===== src/rtl/wash_phase_sequencer_if.sv =====
// Signal bundle between the washing-machine sequencer and its environment.
// The slave side is the sequencer; the master side drives sensors and the tick.
interface wash_phase_sequencer_if;
  logic       tick;
  logic       start;
  logic       cancel;
  logic       lid_closed;
  logic       water_full;
  logic [2:0] state;
  logic [7:0] sec_left;
  logic       water_valve;
  logic       motor_wash;
  logic       motor_spin;
  logic       drain_valve;
  logic       door_lock;
  logic       paused;
  logic       done;
  logic       fault;

  modport master (
    output tick, start, cancel, lid_closed, water_full,
    input  state, sec_left, water_valve, motor_wash, motor_spin,
           drain_valve, door_lock, paused, done, fault
  );

  modport slave (
    input  tick, start, cancel, lid_closed, water_full,
    output state, sec_left, water_valve, motor_wash, motor_spin,
           drain_valve, door_lock, paused, done, fault
  );
endinterface


===== src/rtl/wash_phase_sequencer.sv =====
// Fill/wash/rinse/spin cycle controller timed by a one-clk 1 Hz enable.
// Outputs are registered decodes of the next state, so they line up with state.
module wash_phase_sequencer #(
  parameter int unsigned FILL_SEC  = 10,
  parameter int unsigned WASH_SEC  = 20,
  parameter int unsigned RINSE_SEC = 15,
  parameter int unsigned SPIN_SEC  = 10
) (
  input  logic                  clk,
  input  logic                  rst,
  wash_phase_sequencer_if.slave bus
);

  typedef enum logic [2:0] {
    IDLE  = 3'd0,
    FILL  = 3'd1,
    WASH  = 3'd2,
    RINSE = 3'd3,
    SPIN  = 3'd4,
    DONE  = 3'd5,
    FAULT = 3'd6
  } state_t;

  state_t     st, st_n;
  logic [7:0] sec_n;
  logic       lid_q;
  logic       hold;
  logic       expire;
  logic       active_n;
  logic       pause_n;

  function automatic logic is_active(input state_t s);
    return (s == FILL) || (s == WASH) || (s == RINSE) || (s == SPIN);
  endfunction

  always_comb begin
    st_n   = st;
    sec_n  = bus.sec_left;
    hold   = is_active(st) && !lid_q;
    expire = bus.tick && (bus.sec_left == 8'd1);
    if (bus.cancel && st != DONE) begin
      st_n  = IDLE;
      sec_n = '0;
    end else if (!hold) begin
      case (st)
        IDLE: if (bus.start && lid_q) begin
          st_n  = FILL;
          sec_n = 8'(FILL_SEC);
        end
        // water_full wins over a coincident timeout
        FILL: if (bus.water_full) begin
          st_n  = WASH;
          sec_n = 8'(WASH_SEC);
        end else if (expire) begin
          st_n  = FAULT;
          sec_n = '0;
        end else if (bus.tick) begin
          sec_n = bus.sec_left - 8'd1;
        end
        WASH: if (expire) begin
          st_n  = RINSE;
          sec_n = 8'(RINSE_SEC);
        end else if (bus.tick) begin
          sec_n = bus.sec_left - 8'd1;
        end
        RINSE: if (expire) begin
          st_n  = SPIN;
          sec_n = 8'(SPIN_SEC);
        end else if (bus.tick) begin
          sec_n = bus.sec_left - 8'd1;
        end
        SPIN: if (expire) begin
          st_n  = DONE;
          sec_n = '0;
        end else if (bus.tick) begin
          sec_n = bus.sec_left - 8'd1;
        end
        DONE: begin
          st_n  = IDLE;
          sec_n = '0;
        end
        default: ;
      endcase
    end
    active_n = is_active(st_n);
    pause_n  = active_n && !lid_q;
  end

  // paused uses the pre-edge lid_q, giving the two-clk lid-to-paused delay
  always_ff @(posedge clk or posedge rst) begin
    if (rst) begin
      st              <= IDLE;
      lid_q           <= 1'b0;
      bus.sec_left    <= '0;
      bus.water_valve <= 1'b0;
      bus.motor_wash  <= 1'b0;
      bus.motor_spin  <= 1'b0;
      bus.drain_valve <= 1'b0;
      bus.door_lock   <= 1'b0;
      bus.paused      <= 1'b0;
      bus.done        <= 1'b0;
      bus.fault       <= 1'b0;
    end else begin
      st              <= st_n;
      lid_q           <= bus.lid_closed;
      bus.sec_left    <= sec_n;
      bus.water_valve <= (st_n == FILL) && !pause_n;
      bus.motor_wash  <= ((st_n == WASH) || (st_n == RINSE)) && !pause_n;
      bus.motor_spin  <= (st_n == SPIN) && !pause_n;
      bus.drain_valve <= ((st_n == RINSE) || (st_n == SPIN)) && !pause_n;
      bus.door_lock   <= active_n;
      bus.paused      <= pause_n;
      bus.done        <= (st_n == DONE);
      bus.fault       <= (st_n == FAULT);
    end
  end

  assign bus.state = st;

endmodule


===== src/flat_wrapper.sv =====
// flat-port wrapper written by rule: the top's interface ports become plain ports
module wash_phase_sequencer_flat 
#(
  parameter int unsigned FILL_SEC  = 10,
  parameter int unsigned WASH_SEC  = 20,
  parameter int unsigned RINSE_SEC = 15,
  parameter int unsigned SPIN_SEC  = 10
)
  (clk, rst, bus_tick, bus_start, bus_cancel, bus_lid_closed, bus_water_full, bus_state, bus_sec_left, bus_water_valve, bus_motor_wash, bus_motor_spin, bus_drain_valve, bus_door_lock, bus_paused, bus_done, bus_fault);
  wash_phase_sequencer_if bus_i ();
  input  logic clk;
  input  logic rst;
  input wire logic [$bits(bus_i.tick)-1:0] bus_tick;
  input wire logic [$bits(bus_i.start)-1:0] bus_start;
  input wire logic [$bits(bus_i.cancel)-1:0] bus_cancel;
  input wire logic [$bits(bus_i.lid_closed)-1:0] bus_lid_closed;
  input wire logic [$bits(bus_i.water_full)-1:0] bus_water_full;
  output wire logic [$bits(bus_i.state)-1:0] bus_state;
  output wire logic [$bits(bus_i.sec_left)-1:0] bus_sec_left;
  output wire logic [$bits(bus_i.water_valve)-1:0] bus_water_valve;
  output wire logic [$bits(bus_i.motor_wash)-1:0] bus_motor_wash;
  output wire logic [$bits(bus_i.motor_spin)-1:0] bus_motor_spin;
  output wire logic [$bits(bus_i.drain_valve)-1:0] bus_drain_valve;
  output wire logic [$bits(bus_i.door_lock)-1:0] bus_door_lock;
  output wire logic [$bits(bus_i.paused)-1:0] bus_paused;
  output wire logic [$bits(bus_i.done)-1:0] bus_done;
  output wire logic [$bits(bus_i.fault)-1:0] bus_fault;
  assign bus_i.tick = bus_tick;
  assign bus_i.start = bus_start;
  assign bus_i.cancel = bus_cancel;
  assign bus_i.lid_closed = bus_lid_closed;
  assign bus_i.water_full = bus_water_full;
  assign bus_state = bus_i.state;
  assign bus_sec_left = bus_i.sec_left;
  assign bus_water_valve = bus_i.water_valve;
  assign bus_motor_wash = bus_i.motor_wash;
  assign bus_motor_spin = bus_i.motor_spin;
  assign bus_drain_valve = bus_i.drain_valve;
  assign bus_door_lock = bus_i.door_lock;
  assign bus_paused = bus_i.paused;
  assign bus_done = bus_i.done;
  assign bus_fault = bus_i.fault;
  wash_phase_sequencer #(.FILL_SEC(FILL_SEC), .WASH_SEC(WASH_SEC), .RINSE_SEC(RINSE_SEC), .SPIN_SEC(SPIN_SEC)) u_core (.clk(clk), .rst(rst), .bus(bus_i));
endmodule

===== config.mk =====
export PLATFORM = sky130hd
export DESIGN_NAME = wash_phase_sequencer_flat
export DESIGN_NICKNAME = d
export VERILOG_FILES = /design/src/rtl/wash_phase_sequencer_if.sv /design/src/rtl/wash_phase_sequencer.sv /design/src/flat_wrapper.sv
export SDC_FILE = /design/constraint.sdc
export NUM_CORES = 1
export LEC_CHECK = 0
export ABC_AREA = 1
export ABC_CLOCK_PERIOD_IN_PS = 1440
export CAP_MARGIN = 20
export CORE_MARGIN = 8
export CORE_UTILIZATION = 46
export DETAILED_ROUTE_END_ITERATION = 7
export HOLD_SLACK_MARGIN = 0.02
export MAX_ROUTING_LAYER = met4
export PLACE_DENSITY_LB_ADDON = 0.1
export SYNTH_ARGS = -nofsm -noshare
export SYNTH_HDL_FRONTEND = slang
export SYNTH_SLANG_ARGS = --single-unit

===== constraint.sdc =====
create_clock -name clk -period 1.44 [get_ports clk]
set_input_delay 0.36 -clock clk [delete_from_list [all_inputs] [get_ports clk]]
set_output_delay 0.36 -clock clk [all_outputs]
set_load 0.02 [all_outputs]

# Word-level counts from Yosys, hierarchy flattened
# Index checks and enable logic that the tools add are counted.
# totals
register_bits	20
latch_bits	0
ramBits	0
romBits	0
wordCells	67
n_memories	0
# classes
n_addsub	1
multipliers	0
div_mod_pow	0
n_lt_le_gt_ge	0
eq_ne	15
shifts	0
muxes	18
bitwise	0
reduce_logical	22
# op_table
operator	count
$mux 8	8
$pmux 8 s6	1
$mux 3	8
$pmux 3 s6	1
$eq 3x3->1 const B	5
$eq 3x2->1 const B	4
$logic_and 1x1->1	9
$eq 8x1->1 const B	1
$logic_or 1x1->1	8
$sub 8x1->8 const B	1
$reduce_bool 7->1	1
$eq 3x1->1 const B	2
$logic_not 3->1	1
$ne 3x1->1 const B	1
$ne 3x3->1 const B	1
$reduce_and 3->1	1
$logic_not 1->1	2
$ne 2x2->1 const B	1

# Depth between registers and ports, before layout
# logic_depth
depth_word	14
ltp_mapped	14

# Worst setup path after synthesis
# No wires, ideal clock.
# synth_path
path_type	register to register
startpoint	register u_core.bus.sec_left[1]
endpoint	register u_core.bus.done
t_arrival_ns	1.563
required_time_ns	1.322
path_slack_ns	-0.241
path_stages_with_launch	15
n_path_buf	1
period_less_slack_ns	1.681
cell_sequence	dfrtp_1 > inv_1 > ha_1 > nand2_1 > nor2_1 > nand2_1 > buf_6 > nand2_2 > nand2_2 > o21bai_2 > nand2_2 > nand2_4 > inv_4 > nand2_1 > nor2_1
# synth_via
elab_chain_cells	8
# synth_rtl
item	line_no	rtl
start, declared	wash_phase_sequencer_if.sv:28	output state, sec_left, water_valve, motor_wash, motor_spin,
start signal, assigned	wash_phase_sequencer.sv:106	bus.sec_left <= sec_n;
$eq 8x1->1 (*)	wash_phase_sequencer.sv:40	expire = bus.tick && (bus.sec_left == 8'd1);
$logic_and 1x1->1 (*)	wash_phase_sequencer.sv:40	
$mux 3	wash_phase_sequencer.sv:54	end else if (expire) begin
$mux 3	wash_phase_sequencer.sv:51	FILL: if (bus.water_full) begin
$pmux 3 s6 (*)	wash_phase_sequencer.sv:45	case (st)
$mux 3 (*)	wash_phase_sequencer.sv:44	end else if (!hold) begin
$mux 3 (*)	wash_phase_sequencer.sv:41	if (bus.cancel && st != DONE) begin
via u_core.st_n[0]	wash_phase_sequencer.sv:24	state_t st, st_n;
$eq 3x3->1 (*)	wash_phase_sequencer.sv:113	bus.done <= (st_n == DONE);
end signal, assigned	wash_phase_sequencer.sv:113	
end, declared	wash_phase_sequencer_if.sv:29	drain_valve, door_lock, paused, done, fault
# Mark *: on every way through the listed nets, which the timed path passes. The rest lies on a longest branch.
# A chain may end at the register's enable or synchronous reset.

# Final worst setup path
# layout_path
startpoint	register u_core.bus.sec_left[1]
endpoint	register u_core.bus.sec_left[2]
# layout_via
elab_chain_cells	7
# layout_rtl
item	line_no
$sub 8x1->8 / $eq 8x1->1 (equally long branches)	--
$mux 8 / $logic_and 1x1->1 (equally long branches)	--
$mux 8	wash_phase_sequencer.sv:54
$mux 8	wash_phase_sequencer.sv:51
$pmux 8 s6 (*)	wash_phase_sequencer.sv:45
$mux 8 (*)	wash_phase_sequencer.sv:44
$mux 8 (*)	wash_phase_sequencer.sv:41
# Every way passes the cells marked *; elsewhere a longest branch is shown, timed or not. The select of a mux whose other input is x is not followed.

==> results.json <==
{
  "outcome": "complete, but fails checks",
  "violations": "setup timing",
  "cts_buffer_depth": 2,
  "endpoint_kind": "flop",
  "clk_pin_slew_ns": 0.13,
  "yosys_register_bits": 20,
  "place_hpwl_mm": 3.078,
  "drive_gt1_share_pct": 57.62,
  "min_period_ns": 1.788,
  "worstSkewPairLatency_ns": 0.30,
  "postSynthCellCount": 175,
  "cts_tree": "built",
  "synth.distinct_cells": 30,
  "cts_buffers": 3,
  "wl_per_cell_um": 17.79,
  "clock.fmax_ghz": 0.5594,
  "p_per_area_nw_per_um2": 1933,
  "placementRows": 19,
  "m1WireLength_mm": 1.973,
  "antenna-diode-count": 0,
  "clockPowerShare_pct": 10.2,
  "hold_class": "input port to async pin",
  "drt_iter0_drc": 125,
  "critPathKind": "flop to flop",
  "yosysSeqAreaShare_pct": 37.38,
  "internal_power_mw": 2.512,
  "dieArea_um2": 4893,
  "finalCritPeriodShare_pct": 124.1,
  "final_util_pct": 87.39,
  "clock_skew_ns": 0.005180,
  "top_layer": "met4",
  "port_buffers": 25,
  "cts-root-buf": "clkbuf_4",
  "setup-tns-final_ns": -4.309,
  "io_pins": 26,
  "gp_congestion": 0.9722,
  "switching_share_pct": 46.08,
  "cp_slowest_cell": "dfrtp_2",
  "first_pass_iters": 4,
  "h-tree-depth": 1,
  "vias": 1628,
  "leakage_nw": 1.300,
  "grt_use_total_pct": 18.23,
  "wl_met2_mm": 2.947,
  "slew_viol_final": 0,
  "cp_data_arrival_time_ns": 1.99,
  "start_util_pct": 48.55,
  "worst_slack_ns": -0.3476,
  "viasPerCell": 5.427,
  "fin_hold_ws_ns": 0.3992,
  "grt_pass1_wl_mm": 7.334,
  "grt-ovfl-total": 0,
  "tightest_slew_ns": 0.2603,
  "ff2ff_setup_slack_ns": -0.35,
  "grt_antenna_before_repair": 0,
  "drt_drc_violations_left": 0,
  "cp-start-kind": "flop",
  "r2r_end": "u_core.bus.sec_left[2]",
  "synthesis.nets": 184,
  "mostFrequentLayoutCell": "buf_4",
  "die_y_um": 69.95,
  "setup_viol": 18,
  "core_area_um2": 2758,
  "routed-wl-met3_um": 261,
  "final_nets": 279,
  "max-slew-margin-rel_pct": 82.46,
  "drtAntennaViolNets": 0,
  "drv_cap": 0,
  "synth_area_leaders": "dfrtp_1 37%, nand2_1 9.5%, inv_1 5.3%",
  "yosysTopAreaCell": "dfrtp_1",
  "comb_power_share_pct": 71.9,
  "p_seq_share_pct": 17.9,
  "rsz0062_at_grt": "yes",
  "final_cell_mix": "60 x buf_4, 29 x nand2_1, 17 x inv_1, 15 x dfrtp_1, 12 x nor2_1",
  "reg2regPathDepth": 11,
  "cp_data_required_time_ns": 1.64,
  "slowest_delay_ns": 0.43,
  "crit_chain": "inv_2, ha_4, nand2_4, nor2_4, nand2_4, buf_12, a21boi_4, buf_4, a22oi_2, o21ai_1, o21ai_1",
  "cp_max_fo": 8,
  "area_growth_pct": 80.00,
  "p_switching_mw": 2.147,
  "synth_top_area_share_pct": 37.38,
  "clock_sinks": 20,
  "peakVddDrop_mv": 1.689,
  "finalHoldViolations": 0,
  "die_w_um": 69.95,
  "r2r_start": "u_core.bus.sec_left[1]",
  "synth_area_um2": 1339,
  "wirelength_mm": 5.337,
  "postCtsHoldBufs": 0,
  "grt_pass1_vias": 1626,
  "yosysWarnings": 0,
  "grt_max_degree": 21,
  "synth_area_per_cell_um2": 7.650
}
## power by group through the flow
| stage | clock network, mW | registers [mW] | logic (mW) |
|---|---|---|---|
| finish | 0.473 | 0.836 | 3.35 |
| global route | 0.498 | 0.850 | 3.56 |
| CTS | 0.476 | 0.827 | 2.79 |
| detailed placement | 0 | 0.846 | 2.42 |
| global placement | 0 | 0.836 | 2.39 |
| floorplan | 0 | 1.02 | 1.16 |
## per-layer routing
layer  track usage [%]  vias up
met5                 -        -
met4             5.804        0
met3             2.542       18
met2             34.11       75
met1             19.10      787
li1                  -      748
## state kept, by name, indices dropped and copies added, names as in the netlist
name                    count
u_core.bus.drain_valve      1
u_core.bus.sec_left         8
u_core.bus.fault            1
u_core.bus.water_valve      1
u_core.bus.door_lock        1
u_core.bus.done             1
u_core.bus.paused           1
u_core.bus.motor_spin       1
u_core.bus.state            3
u_core.lid_q                1
u_core.bus.motor_wash       1
## what timing repair did
action | 4_1_cts | 5_1_grt
pin swaps | 13 | 18
buffers inserted | 12 | 12
gates resized for setup | 90 | 24
endpoints found under the setup margin | 37 | 20
## cells in the mapped netlist
library cell,n
a21oi_1,4
o22ai_1,3
nand2_1,34
buf_2,1
nand3_4,1
inv_2,9
o21ai_0,4
nor2_2,6
inv_4,1
ha_1,2
nand3_2,2
nand2_2,9
nand3b_4,1
nand3_1,14
buf_6,1
dfrtp_1,20
o21bai_2,1
xor2_1,1
nor2_1,18
a21oi_2,1
a22oi_1,1
a21boi_4,1
o21ai_1,7
inv_1,19
nand2_4,3
o211ai_1,3
nor3_2,3
or2_0,1
o21ai_2,1
nand4_1,3
## area by class of cell
class / instances / area, um2
fill: 134 / 347.8
inverter: 29 / 121.4
sequential: 20 / 506.7
tap: 31 / 38.79
timing repair buffer: 92 / 755.7
clock buffer: 3 / 22.52
multi-input combinational: 124 / 934.6
clock inverter: 1 / 30.03
## worst max-delay path: cells and delay by family (launching register included)
family          cells  cell delay [ns]
fa+ha+maj           1             0.14
flops               1             0.43
simple gates        3             0.23
buf+inv             3             0.38
compound gates      4             0.49
## how the worst max path moves through the flow
stage                                      start                      to  slack (ns)  cells past startpoint
after floorplan           u_core.bus.sec_left[1]         u_core.bus.done       -0.15                     14
after global placement                  bus_tick  u_core.bus.water_valve       -0.56                     13
after detailed placement                bus_tick         u_core.bus.done       -0.57                     13
after CTS                 u_core.bus.sec_left[1]  u_core.bus.drain_valve       -0.24                     11
after global routing      u_core.bus.sec_left[4]  u_core.bus.drain_valve       -0.42                     10
final                     u_core.bus.sec_left[1]  u_core.bus.sec_left[2]       -0.35                     11
## logic make-up after synthesis
logic type	Yosys count	share of synthesized area (%)
fa+ha+maj	2	1.869
flops	20	37.38
xor+xnor	1	0.6543
compound gates	26	12.80
buf+inv	31	9.533
simple gates	95	37.76
## metrics by stage
stage | setup WS (ns) | cells | area [um2] | total power, mW
2_1_floorplan | -0.1533 | 175 | 1371 | 2.184
3_3_place_gp | -0.5626 | 272 | 1973 | 3.230
3_5_place_dp | -0.5707 | 272 | 1973 | 3.268
4_1_cts | -0.2440 | 288 | 2208 | 4.098
5_1_grt | -0.4234 | 300 | 2410 | 4.907
6_report | -0.3476 | 300 | 2410 | 4.659
Note: power is estimated with default switching activity, not from simulation.
